**src/rtl/secuenciador_captura_pkg.sv**
```systemverilog
// secuenciador_captura_pkg: FSM state encoding and default geometry shared by the RTC capture sequencer.
package secuenciador_captura_pkg;
    typedef enum logic [2:0] {IDLE, REQ, WAIT_ACK, STORE, COMMIT} estado_t;
    localparam int NUM_REGS_DEF    = 11;
    localparam int VBLANK_LINE_DEF = 480;
    localparam int TIMEOUT_DEF     = 15;
    function automatic logic es_bcd(input logic [7:0] b);
        return (b[7:4] <= 4'd9) && (b[3:0] <= 4'd9);
    endfunction
endpackage

```
**src/rtl/secuenciador_captura_timeout.sv**
```systemverilog
// timeout_contador: counts WAIT_ACK cycles; expired flags the last cycle allowed before abort.
module timeout_contador #(
    parameter int TIMEOUT = 15
)(
    input  logic clk,
    input  logic reset,
    input  logic load,
    input  logic enable,
    output logic expired
);
    localparam int W = $clog2(TIMEOUT + 1);
    logic [W-1:0] cnt;
    always_ff @(posedge clk or posedge reset) begin
        if (reset) cnt <= '0;
        else if (load) cnt <= '0;
        else if (enable) cnt <= cnt + W'(1);
    end
    assign expired = enable && (cnt == W'(TIMEOUT - 1));
endmodule

```
**src/rtl/secuenciador_captura.sv**
```systemverilog
// secuenciador_captura: reads NUM_REGS RTC bytes during vertical blanking and commits them atomically.
// Define CAPTURA_BCD_CHECK_EN to abort the capture on any byte that is not valid BCD.
module secuenciador_captura
    import secuenciador_captura_pkg::*;
#(
    parameter int NUM_REGS    = NUM_REGS_DEF,
    parameter int VBLANK_LINE = VBLANK_LINE_DEF,
    parameter int TIMEOUT     = TIMEOUT_DEF
)(
    input  logic                  clk,
    input  logic                  reset,
    input  logic [9:0]            pixely,
    output logic                  rd_req,
    output logic [3:0]            rd_addr,
    input  logic                  rd_ack,
    input  logic [7:0]            rd_data,
    output logic [8*NUM_REGS-1:0] datos_o,
    output logic                  frame_ok,
    output logic                  busy,
    output logic                  err
);
    estado_t    state, state_n;
    logic [3:0] index;
    logic [7:0] staging [NUM_REGS];
    logic       prev_blank, blanking, vb_start, last, expired, abort;

    assign blanking = pixely >= 10'(VBLANK_LINE);
    assign vb_start = blanking && !prev_blank;
    assign last     = index == 4'(NUM_REGS - 1);
    assign rd_req   = (state == REQ) || (state == WAIT_ACK);
    assign rd_addr  = index;
    assign busy     = state != IDLE;

    timeout_contador #(.TIMEOUT(TIMEOUT)) u_timeout (
        .clk     (clk),
        .reset   (reset),
        .load    (state == REQ),
        .enable  (state == WAIT_ACK),
        .expired (expired)
    );

    always_comb begin
        state_n = state;
        abort   = 1'b0;
        case (state)
            IDLE:     state_n = vb_start ? REQ : IDLE;
            REQ:      state_n = WAIT_ACK;
            WAIT_ACK: begin
                state_n = rd_ack ? STORE : WAIT_ACK;
                abort   = !rd_ack && expired;
            end
            STORE:    state_n = last ? COMMIT : REQ;
            COMMIT:   state_n = IDLE;
            default:  state_n = IDLE;
        endcase
        // Leaving blanking mid-capture would expose a torn snapshot, so bail out.
        if (state != IDLE && !blanking) abort = 1'b1;
`ifdef CAPTURA_BCD_CHECK_EN
        if (state == STORE && !es_bcd(staging[index])) abort = 1'b1;
`endif
        if (abort) state_n = IDLE;
    end

    always_ff @(posedge clk or posedge reset) begin
        if (reset) begin
            state      <= IDLE;
            index      <= 4'd0;
            prev_blank <= 1'b0;
            datos_o    <= '0;
            frame_ok   <= 1'b0;
            err        <= 1'b0;
            for (int k = 0; k < NUM_REGS; k++) staging[k] <= 8'd0;
        end else begin
            state      <= state_n;
            prev_blank <= blanking;
            err        <= abort;
            frame_ok   <= (state == COMMIT) && !abort;
            if (state == IDLE && vb_start) index <= 4'd0;
            if (state == STORE && !abort && !last) index <= index + 4'd1;
            if (state == WAIT_ACK && rd_ack && !abort) staging[index] <= rd_data;
            if (state == COMMIT && !abort)
                for (int k = 0; k < NUM_REGS; k++) datos_o[8*k +: 8] <= staging[k];
        end
    end
endmodule

```
**config.mk**
```make
export PLATFORM = sky130hd
export DESIGN_NAME = secuenciador_captura
export DESIGN_NICKNAME = d
export VERILOG_FILES = /design/src/rtl/secuenciador_captura_pkg.sv /design/src/rtl/secuenciador_captura_timeout.sv /design/src/rtl/secuenciador_captura.sv
export SDC_FILE = /design/constraint.sdc
export NUM_CORES = 1
export LEC_CHECK = 0
export CAP_MARGIN = 20
export CORE_UTILIZATION = 45
export DETAILED_ROUTE_END_ITERATION = 8
export PLACE_DENSITY = 0.66
export SLEW_MARGIN = 20
export SYNTH_ARGS = -nofsm -noshare
export SYNTH_HDL_FRONTEND = slang
export SYNTH_SLANG_ARGS = --single-unit
```
**constraint.sdc**
```tcl
create_clock -name clk -period 8 [get_ports clk]
set_input_delay 1.6 -clock clk [delete_from_list [all_inputs] [get_ports clk]]
set_output_delay 1.6 -clock clk [all_outputs]
set_load 0.02 [all_outputs]
```
### Word-level counts from Yosys, hierarchy flattened

Cells that the tools add are included.

* bits in registers: 190
* bits of input ports: 21

* add/sub/neg operators: 2
* order comparisons: 3
* equal/unequal tests: 6
* multiplexer cells: 14
* bitwise operators: 1
* reductions and logical operators: 21

Operators with widths (count)
* bitwise mux 88 bit: 1
* demux 8 bit (select 4 bit): 1
* 2-to-1 mux 4 bit: 4
* one-hot mux 3 bit (4 select lines): 1
* logical AND 1 bit: 11
* greater-or-equal comparator 10 x 9 -> 1 bit (second input constant): 1
* adder 4 x 1 -> 4 bit (second input constant): 2
* == test 4 bit (second input constant): 2
* 2-to-1 mux 8 bit: 1
* == test 3 x 2 -> 1 bit (second input constant): 2
* 2-to-1 mux 3 bit: 2
* greater-or-equal comparator 5 bit (second input constant): 1
* logical NOT 1 bit: 5
* < comparator 5 x 1 -> 1 bit (second input constant): 1
* NOT 4 -> 5 bit: 1
* 2-to-1 mux 1 bit: 4
* nonzero test 2 bit: 2
* == test 3 x 1 -> 1 bit (second input constant): 1
* == test 3 bit (second input constant): 1
* logical NOT 3 bit: 1
* nonzero test 3 bit: 1
* logical OR 1 bit: 1

### Longest topological paths before layout

* depth after elaboration: 9
* depth in mapped cells: 6
* mapped depth without buffers: 6

### Hierarchy

Synthesis repeated with hierarchy kept, for this count alone.

* cells, all modules: 461
* area, all modules: 7442.1 um^2

By module, submodules not included
* secuenciador_captura: times used 1, cells each 440, area an instance 7215.7 um^2
* timeout_contador: times used 1, cells each 21, area an instance 226.5 um^2

### Worst setup path before layout

Ideal clock, no wire load.

* path type: in2reg
* from: input pixely[5]
* to: register datos_o[1]
* data arrival time: 2.850 ns
* setup slack: 5.025 ns
* stages on the path: 6
* cells stage by stage: a41oi_4 -> inv_4 -> nand3_4 -> buf_6 -> buf_6 -> mux2_2

* word-level cells in the longest chain between the ends: 6

RTL lines
* from (decl): RTL line secuenciador_captura.sv:12 `input logic [9:0] pixely,`
* greater-or-equal comparator 10 x 9 -> 1 bit: RTL line secuenciador_captura.sv:27 `assign blanking = pixely >= 10'(VBLANK_LINE);`
* net blanking: RTL line secuenciador_captura.sv:25 `logic prev_blank, blanking, vb_start, last, expired, abort;`
* logical NOT 1 bit: RTL line secuenciador_captura.sv:57 `if (state != IDLE && !blanking) abort = 1'b1;`
* logical AND 1 bit: RTL line secuenciador_captura.sv:57
* 2-to-1 mux 1 bit: RTL line secuenciador_captura.sv:57
* logical NOT 1 bit: RTL line secuenciador_captura.sv:81 `if (state == COMMIT && !abort)`
* logical AND 1 bit: RTL line secuenciador_captura.sv:81
* to (signal assigned): RTL line secuenciador_captura.sv:69 `datos_o <= '0;`
* to (decl): RTL line secuenciador_captura.sv:17 `output logic [8*NUM_REGS-1:0] datos_o,`

The timed path passes the listed nets, and every way through them passes these cells.
A chain may end at the register's enable or synchronous reset.

### Worst setup path in the final report

* from: input pixely[5]
* to: register datos_o[83]

The elaborated chain is that of the path after synthesis.

==> impl_summary.txt <==
----------------------------------------------------
[Status]
  Run status ... complete, no violations

[Pwr]
  Cell leakage power ... between 4 and 5 nW
  Cell Pwr Density ... 217 nW/um^2
  Clock share of power ... between 40% and 50%
  Total internal power ... roughly 1.6 mW
  Switch Pwr ... ~0.44 mW
  Highest ir drop seen on vdd ... 0.000153 V
  Proportion of total power due to net switching ... roughly 22%
  Sequential share of power ... slightly above 50%
  Portion of total power attributed to combinational logic ... 6.3%

[Critical path]
  Critical path cell sequence ... clkdlybuf4s50_1 -> a41oi_4 -> inv_4 -> nand3_4 -> buf_4 -> mux2_2
  Type of the setup path with the least slack ... primary input to flip-flop
  R2R Setup Slk ... around 5.5 ns
  Nature of the critical path endpoint ... flip-flop
  Crit-path max FO ... 46
  Required time of the worst setup path ... just over 8 ns
  Delay of the slowest critical-path stage ... roughly 0.63 ns
  Slowest cell on the critical path ... sky130_fd_sc_hd__buf_4
  Startpoint class of the critical path ... primary input
  Worst Path Arrival ... ~4.3 ns

[Clock network]
  Count of cells resized by post-cts repair ... 0
  Later-pin clock latency in the skew report ... around 0.42 ns
  CTS hold repair buffers ... 0
  Clock tree from TritonCTS ... yes
  Number of sinks on the clock net ... 190
  Number of clock buffers inserted by TritonCTS ... 17
  H-tree levels ... 4
  Maximum number of buffers from clock root to sink ... 2
  Count of buffers added by post-CTS timing repair for setup ... 0
  Master cell of the clock root buffer ... sky130_fd_sc_hd__clkbuf_16
  Clock-pin slew reported for the worst setup and hold paths after clock tree synthesis ... ~0.060 ns

[Cells and area]
  Area of all placed cells without fillers ... approximately 9400 sq um
  Number of diodes ... 0
  Share of cells above drive strength 1 ... around 37%
  Final net count ... around 600
  Synthesis-to-layout area growth ... 25.1%
  Post-route non-filler standard cell count ... a little over 800

[Die]
  Std-Cell Rows ... 46
  Width of the die ... 131 microns
  Vertical extent of the die ... roughly 130 microns
  Placeable Area ... about 16000 sq um
  Total die area ... ~17000 sq um
  Total I/O pin count ... 117
  Initial Utilization ... 46.6%

[Timing]
  Total setup violations reported at the end of the flow ... 0
  Final hold violation count ... 0
  Transition time at the pin with the least slew margin ... 0.944 ns
  Achievable clock frequency ... 250 MHz
  Total Neg Setup Slack ... 0 ns
  Post-route setup slack ... 4.00 ns
  Final Critical Period ... between 3 and 4 ns
  Final hold slack ... 0.483 ns
  Worst Skew ... roughly 0.006 ns
  Fraction of the cycle the final worst path needs ... between 40% and 50%
  Max-Slew Margin vs Limit ... between 30% and 40%
  RSZ-0062 raised after global routing ... false
  Final slew viol count ... 0

[Yosys]
  Portion of the post-synthesis area used by sequential elements ... between 60% and 70%
  Post-synth cell types ... 39
  Area leader, netlist ... sky130_fd_sc_hd__dfrtp_1
  Synth warnings ... 0
  Number of cells produced by synthesis ... between 400 and 500
  Cell area after synthesis ... approximately 7500 sq um
  Synth area leaders ... sky130_fd_sc_hd__dfrtp_1 64%, sky130_fd_sc_hd__mux2_2 26%, sky130_fd_sc_hd__ha_1 1.0%
  Net Count, Synth ... ~500
  Register bit count reported by yosys ... 190
  Mean instance size in the synthesized netlist ... 16.1 sq um
  Area fraction of the dominant cell type after synthesis ... 63.5%

[Placed design]
  Routability Congestion ... 0.772
  DP Worst Slack ... roughly 3.5 ns
  Quantity of I/O buffers inserted on ports ... 111
  DP Wirelength ... roughly 9300 microns
  DP Cell Count ... 773
  Placement Cell Area ... 8750 sq um

[Drt]
  Number of remaining DRC errors ... 0
  Average detailed-routed wire length per instance ... 18.2 microns
  Count of vias placed by the detailed router ... 4191
  Wire length on met2 ... between 6000 and 7000 microns
  Number of DRC markers in iteration 0 ... roughly 220
  Met3 Wirelength ... roughly 720 microns
  Met1 Routed Length ... around 6800 microns
  Highest metal layer with signal wires ... met4
  Number of nets still failing antenna checks after routing ... 0
  Detailed Routing Iterations Pass 1 ... 4
  Routed WL ... between 10000 and 15000 microns
  Via/cell ratio ... ~5.2

[GRT]
  Gr ovfl total ... 0
  Via count of the first global-routing pass ... 4347
  First-pass GRT wire length ... 23800 microns
  Total global-route track usage ... 19.0%
  Number of antenna violations at the first check in global routing ... 0
  Pin count of the biggest net entering global routing ... 116

[Run]
  Number of max-capacitance violations reported ... 0

[Min path]
  Worst min-delay path category ... flip-flop to flip-flop

----------------------------------------------------
[placed cells by master, fill, tap and decap left out, drive strengths merged, types with 3 or more instances in the layout]
cell type and count:
ha 6, nand2 13, mux2 177, clkdlybuf4s50 111, o21ai 7, nor3 4, nand3 3, clkbuf 22
clkinv 4, and2 3, nor2 3, bufinv 4, nor4b 3, a21oi 5, a22o 3, dfrtp 190
inv 8
[layout make-up]
| cell class | instances | area [sq um] |
|---|---|---|
| Sequential cell | 190 | 4750 |
| Timing Repair Buffer | 113 | 1130 |
| Multi-Input combinational cell | 246 | 2560 |
| Clock buffer | 22 | 454 |
| Fill cell | 1220 | 6690 |
| Tap cell | 216 | 270 |
| Clock inverter | 10 | 163 |
| Inverter | 8 | 40.0 |
[through the flow]
stage / utilization [%] / power (mW)
final: 58.3 / 2.04
after global routing: 58.3 / 2.11
after CTS: 58.3 / 2.06
after detailed placement: 54.5 / 1.18
after global placement: 54.5 / 1.17
after floorplan: - / 1.13
[cell families (layout without fill, tap and decap cells)]
group | Yosys count | count (layout) | share of synthesized area, %
flops | 190 | 190 | 63.5
mux | 179 | 179 | 26.9
simple gates | 39 | 39 | 4.14
buf+inv | 30 | 153 | 2.32
compound gates | 22 | 22 | 2.14
fa+ha+maj | 6 | 6 | 1.00
[power groups by stage]
stage | combinational [mW] | clock, mW | sequential [mW]
final | 0.129 | 0.875 | 1.03
after global routing | 0.144 | 0.934 | 1.04
after CTS | 0.132 | 0.892 | 1.03
after detailed placement | 0.131 | 0 | 1.05
after global placement | 0.126 | 0 | 1.05
after floorplan | 0.0904 | 0 | 1.04
[cells in the mapped netlist, drive strengths merged]
cell type and number:
nand3 3, and3 1, o21a 1, ha 6, dfrtp 190, a211oi 1, nor2 3, nor4b 3
nor3 4, mux2i 2, a22o 3, buf 13, nand4bb 1, nor2b 1, o21ai 7, a22oi 1
nand4b 1, a41oi 2, nor4 2, clkbuf 9, nand3b 1, nand2 13, mux2 177, a21o 2
inv 8, a21oi 5, or3 1, nand2b 2, and2 3
[metal layers]
metal	global-route usage (%)	vias up
met3	5.17	17
met5	0	-
li1	-	1866
met1	25.4	2203
met2	30.1	105
met4	6.02	0
[flip-flops by register name, summed over array words and instances, names as in the netlist]
register / flops
datos_o: 88
err: 1
frame_ok: 1
prev_blank: 1
rd_addr: 4
staging: 88
state: 3
u_timeout.cnt: 4
[worst max-delay path, delay by kind of cell]
kind	cells	cell delay (ns)
AND/OR/NAND/NOR	1	0.51
buffers and inverters	3	1.18
AO/OA/AOI/OAI	1	0.54
multiplexers	1	0.42
[final timing paths]
check                      cells past startpoint                 endpoint                     from
max                                            6  datos_o[83]$_DFFE_PP0P_                pixely[5]
min                                            1   datos_o[6]$_DFFE_PP0P_  staging[86]$_DFFE_PP0P_
max reg2reg                                    4  datos_o[83]$_DFFE_PP0P_       state[0]$_DFF_PP0_
min reg2reg                                    1   datos_o[6]$_DFFE_PP0P_  staging[86]$_DFFE_PP0P_
max in group asynchronous                      3  staging[45]$_DFFE_PP0P_                    reset
min in group asynchronous                      2  datos_o[47]$_DFFE_PP0P_                    reset
No activity file was read; power rests on OpenSTA's default activity.
==> variant 1, RTL diff (config.mk and constraints unchanged) <==
Add a define of `CAPTURA_BCD_CHECK_EN`.
--- a/src/rtl/secuenciador_captura.sv
+++ b/src/rtl/secuenciador_captura.sv
@@ -1,5 +1,7 @@
 // secuenciador_captura: reads NUM_REGS RTC bytes during vertical blanking and commits them atomically.
 // Define CAPTURA_BCD_CHECK_EN to abort the capture on any byte that is not valid BCD.
+`define CAPTURA_BCD_CHECK_EN
+
 module secuenciador_captura
     import secuenciador_captura_pkg::*;
 #(
Behaviour: not the same (a bounded check fails within 10 cycles, from zero or initial values and one cycle with reset high).
==> variant 1 against the original RTL <==
Synthesized area grew 4.4%; final area grew 4.0%; first-iteration DRC count grew 37%; setup slack improved by 0.14 ns; sequential cell count unchanged; register-to-register slack worse by 0.48 ns; wire length grew 20%; highest routed layer unchanged.
Power is not compared: it rests on default switching activity, and its combinational part moved more than twofold at a synthesized area within 25%.
==> variant 1: results (changes against the original RTL) <==
metric,value,unit,change
buffering overhead,12.0,%,-0.067 points
Tot GR Track Use,21.2,%,+2.2 points
Clock Skews,0.0104,ns,+0.00454 ns
ClkCell Share,6.24,%,-0.34 points
"Buffers, non-clock",115,,+1.8%
HP Class,reg -> reg,,
Synth Instances,582,,+25%
Place WS,3.69,ns,+0.151 ns
Worst R2R Setup Slack,5.02,ns,-0.48 ns
fraction of layout cells with a size suffix above 1,28.4,%,-8.9 points
Placed Cells,888,,+15%
worst setup path startpoint,pixely[7],,
yosys warns,0,,unchanged
synth unique cells,44,,+13%
RR Startpoint,rd_addr[1]$_DFFE_PP0P_,,
crit path DAT,4.17,ns,-0.13 ns
ranking of synthesized cells by area,"dfrtp_1 61%, mux2_2 22%, nand2_1 4.1%",,
clk_lat worst skew,0.44,ns,+0.02 ns
Tot Pwr,2.41,mW,
Mapped Nets,609,,+24%
worst reg2reg path depth,7,,+3
Synth Area in XOR/XNOR,0.112,%,+0.11 points
worst hold endpoint,datos_o[84]$_DFFE_PP0P_,,
Compound-Gate Fraction of Synth Area,3.76,%,+1.6 points
status,finished clean,,
Slew @ Worst Pin,0.801,ns,-0.143 ns
number of global-route vias before repair,5143,,+18%
FF-to-FF End,rd_addr[3]$_DFFE_PP0P_,,
Avg WL per Cell,19.0,um,+4.8%
first-pass GRT wire length,28400,um,+19%
DR vias,4975,,+19%
Detailed Route Iter0 Violations,299,,+37%
largest net degree at the start of global routing,112,,-3.4%
multi-input logic cell count,357,,+45%
CP max FO,58,,+26%
fraction of area in multi-input gates,29.9,%,+2.5 points
register area share after synthesis,60.8,%,-2.7 points
hold path depth,2,,+1
cts bufs inserted,17,,unchanged
Post-CTS Resized,0,,unchanged
number of non-clock inverters,7,,-1
clkbuf count,21,,-4.5%
post-detailed-routing wire length,17500,um,+20%
final critical-path required period,3.85,ns,-0.142 ns
hold_sp,staging[4]$_DFFE_PP0P_,,
peak supply drop,0.153,mV,
Commonest cells post-synth,"190 x dfrtp_1, 154 x mux2_2, 85 x nand2_1",,
initial antenna violation count,0,,unchanged
fill count,1328,,+8.9%
mux contribution to synthesized area,24.0,%,-2.9 points
crit path capture,datos_o[24]$_DFFE_PP0P_,,
GPL Wtd Cong,0.824,,+6.7%
Post-DP HPWL,11800,um,+27%
Final Net Count,715,,+19%
Post-Synth Adder-Cell Area,0.961,%,-0.042 points
[variant 1: changes by cell type after synthesis, sizes merged, moves of 7 or more]
cell / unedited run / this run
nor3: 4 / 11
clkbuf: 9 / 21
nand2: 13 / 85
mux2: 177 / 157
o21ai: 7 / 14
nor2: 3 / 20
[variant 1: metal layers]
layer	up-vias	global-route usage (%)	part of all wire, %
met4	0	7.32	1.7
met3	28	4.61	4.0
met2	118	34.1	49
li1	2253	-	-
met1	2576	28.3	45
met5	-	0	0
[variant 1: stage by stage]
step / area, sq um / hold WS (ns)
2_1_floorplan: 7810 / 0.433
3_3_place_gp: 9100 / 0.460
3_5_place_dp: 9100 / 0.464
4_1_cts: 9710 / 0.479
5_1_grt: 9740 / 0.502
6_report: 9740 / 0.472
[variant 1: worst min-delay path: stages (launching register included)]
cell and delay (ns):
dfrtp_1 0.34, nand2_1 0.05, nand2_1 0.05
==> variant 2, RTL diff (same settings) <==
Made on the original files. Encoding of `estado_t`: now Gray code (3 bits for 5 values).
--- a/src/rtl/secuenciador_captura_pkg.sv
+++ b/src/rtl/secuenciador_captura_pkg.sv
@@ -1,6 +1,6 @@
 // secuenciador_captura_pkg: FSM state encoding and default geometry shared by the RTC capture sequencer.
 package secuenciador_captura_pkg;
-    typedef enum logic [2:0] {IDLE, REQ, WAIT_ACK, STORE, COMMIT} estado_t;
+    typedef enum logic [2:0] {IDLE = 3'b000, REQ = 3'b001, WAIT_ACK = 3'b011, STORE = 3'b010, COMMIT = 3'b110} estado_t;
     localparam int NUM_REGS_DEF    = 11;
     localparam int VBLANK_LINE_DEF = 480;
     localparam int TIMEOUT_DEF     = 15;
Behaviour: same outputs for any inputs over 10 cycles, from zero or initial values and one cycle with reset high; not proved beyond that.
==> variant 2 against the original RTL <==
Global-route usage rose by 0.62 points; highest routed layer unchanged; critical endpoint is now rd_req; synthesized area fell by 1.3%; maximum frequency rose by 12%; final area fell by 1.0%; worst hold slack improved by 0.0060 ns; sequential cell count did not move; wire length rose by 3.1%; critical path type is now reg -> out; power fell by 1.9%; largest power group unchanged; sequential share of layout area rose by 0.53 points; setup slack improved by 0.42 ns.
==> variant 2: results (changes against the original RTL) <==
metric,value,unit,change
crit path DAT,1.97,ns,-2.33 ns
ranking of synthesized cells by area,"dfrtp_1 64%, mux2_2 26%, mux2_1 1.4%",,
post-detailed-routing wire length,15100,um,+3.1%
Rel. slew slack,44.3,%,+7.2 points
htree depth,4,,unchanged
Worst R2R Setup Slack,5.70,ns,+0.20 ns
Post-DP HPWL,9670,um,+3.7%
CP max FO,9,,-80%
mux contribution to synthesized area,27.0,%,+0.075 points
worst reg2reg path depth,4,,unchanged
FF-to-FF End,staging[86]$_DFFE_PP0P_,,
Post-CTS Repair Setup Buffers,0,,unchanged
fill count,1225,,+0.41%
met1 global-route usage,25.6,%,+0.21 points
worst hold endpoint,datos_o[3]$_DFFE_PP0P_,,
status,finished clean,,
worst hold slack,0.489,ns,+0.00597 ns
number of global-route vias before repair,4454,,+2.5%
Mapped Nets,492,,-0.20%
DRT met1 WL,6820,um,+0.81%
Tot GR Track Use,19.6,%,+0.62 points
synth unique cells,41,,+5.1%
Clock Skews,0.0130,ns,+0.00716 ns
HP Class,reg -> reg,,
met3 Resource Use GR,6.23,%,+1.1 points
Crit Path Class,reg -> out,,
fraction of layout cells with a size suffix above 1,36.9,%,-0.45 points
grt met2 use,31.2,%,+1.1 points
peak supply drop,0.132,mV,-14%
Placed Cells,772,,-0.13%
placed cell areas,8690,sq um,-0.70%
Compound-Gate Fraction of Synth Area,1.68,%,-0.46 points
cell family with most CP delay,buffers and inverters,,
Met3 Wirelength,820,um,+13%
synthesized area per cell,15.9,sq um,-1.1%
CP max stage cell,clkdlybuf4s50_1,,
fin cells,804,,-0.12%
Place WS,4.04,ns,+0.501 ns
Detailed Route Iter0 Violations,193,,-12%
Bufs on Longest Clock Path,2,,unchanged
Synth Area in XOR/XNOR,0.118,%,+0.12 points
GPL Wtd Cong,0.813,,+5.3%
Final Net Count,602,,-0.17%
final critical-path required period,3.57,ns,-0.422 ns
RR Startpoint,state[0]$_DFF_PP0_,,
largest net degree at the start of global routing,109,,-6.0%
hold path depth,1,,unchanged
register area share after synthesis,64.3,%,+0.82 points
metal2 WL,7310,um,+5.5%
Commonest cells post-synth,"190 x dfrtp_1, 168 x mux2_2, 11 x buf_2",,
crit path capture,rd_req,,
first-pass GRT wire length,24500,um,+3.0%
Post-Synth Adder-Cell Area,1.02,%,+0.013 points
vias per inst,5.15,,-1.0%
P_leak,4.46,nW,-2.4%
Top Layer Used,met4,,
Internal Pwr Total,1.53,mW,-4.0%
hold_sp,datos_o[3]$_DFFE_PP0P_,,
-- variant 2: power groups by stage --
stage	Sequential (mW)	Combinational [mW]	Clock, mW
floorplan	1.05	0.0958	0
finish	1.04	0.146	0.813
global route	1.05	0.162	0.875
global placement	1.05	0.142	0
detailed placement	1.06	0.149	0
CTS	1.04	0.149	0.833
-- variant 2: cell families (layout without fill, tap and decap cells) --
| logic type | after synthesis | count (layout) |
|---|---|---|
| DFF | 190 | 190 |
| muxes | 177 | 177 |
| and+or+nand+nor | 44 | 44 |
| buffers and inverters | 32 | 155 |
| AOI/OAI and AO/OA | 15 | 15 |
| adders and majority gates | 6 | 6 |
| xor gates and xnor gates | 1 | 1 |
-- variant 2: final cells by class --
cell class,instances,area (sq um),share of cell area [%]
flip-flops and latches,190,4750,51.3
multi-input cells,243,2490,26.8
inverters,9,43.8,0.472
clock buffers,20,467,5.04
well taps,216,270,2.92
clock inverters,12,110,1.19
repair buffers,114,1140,12.3
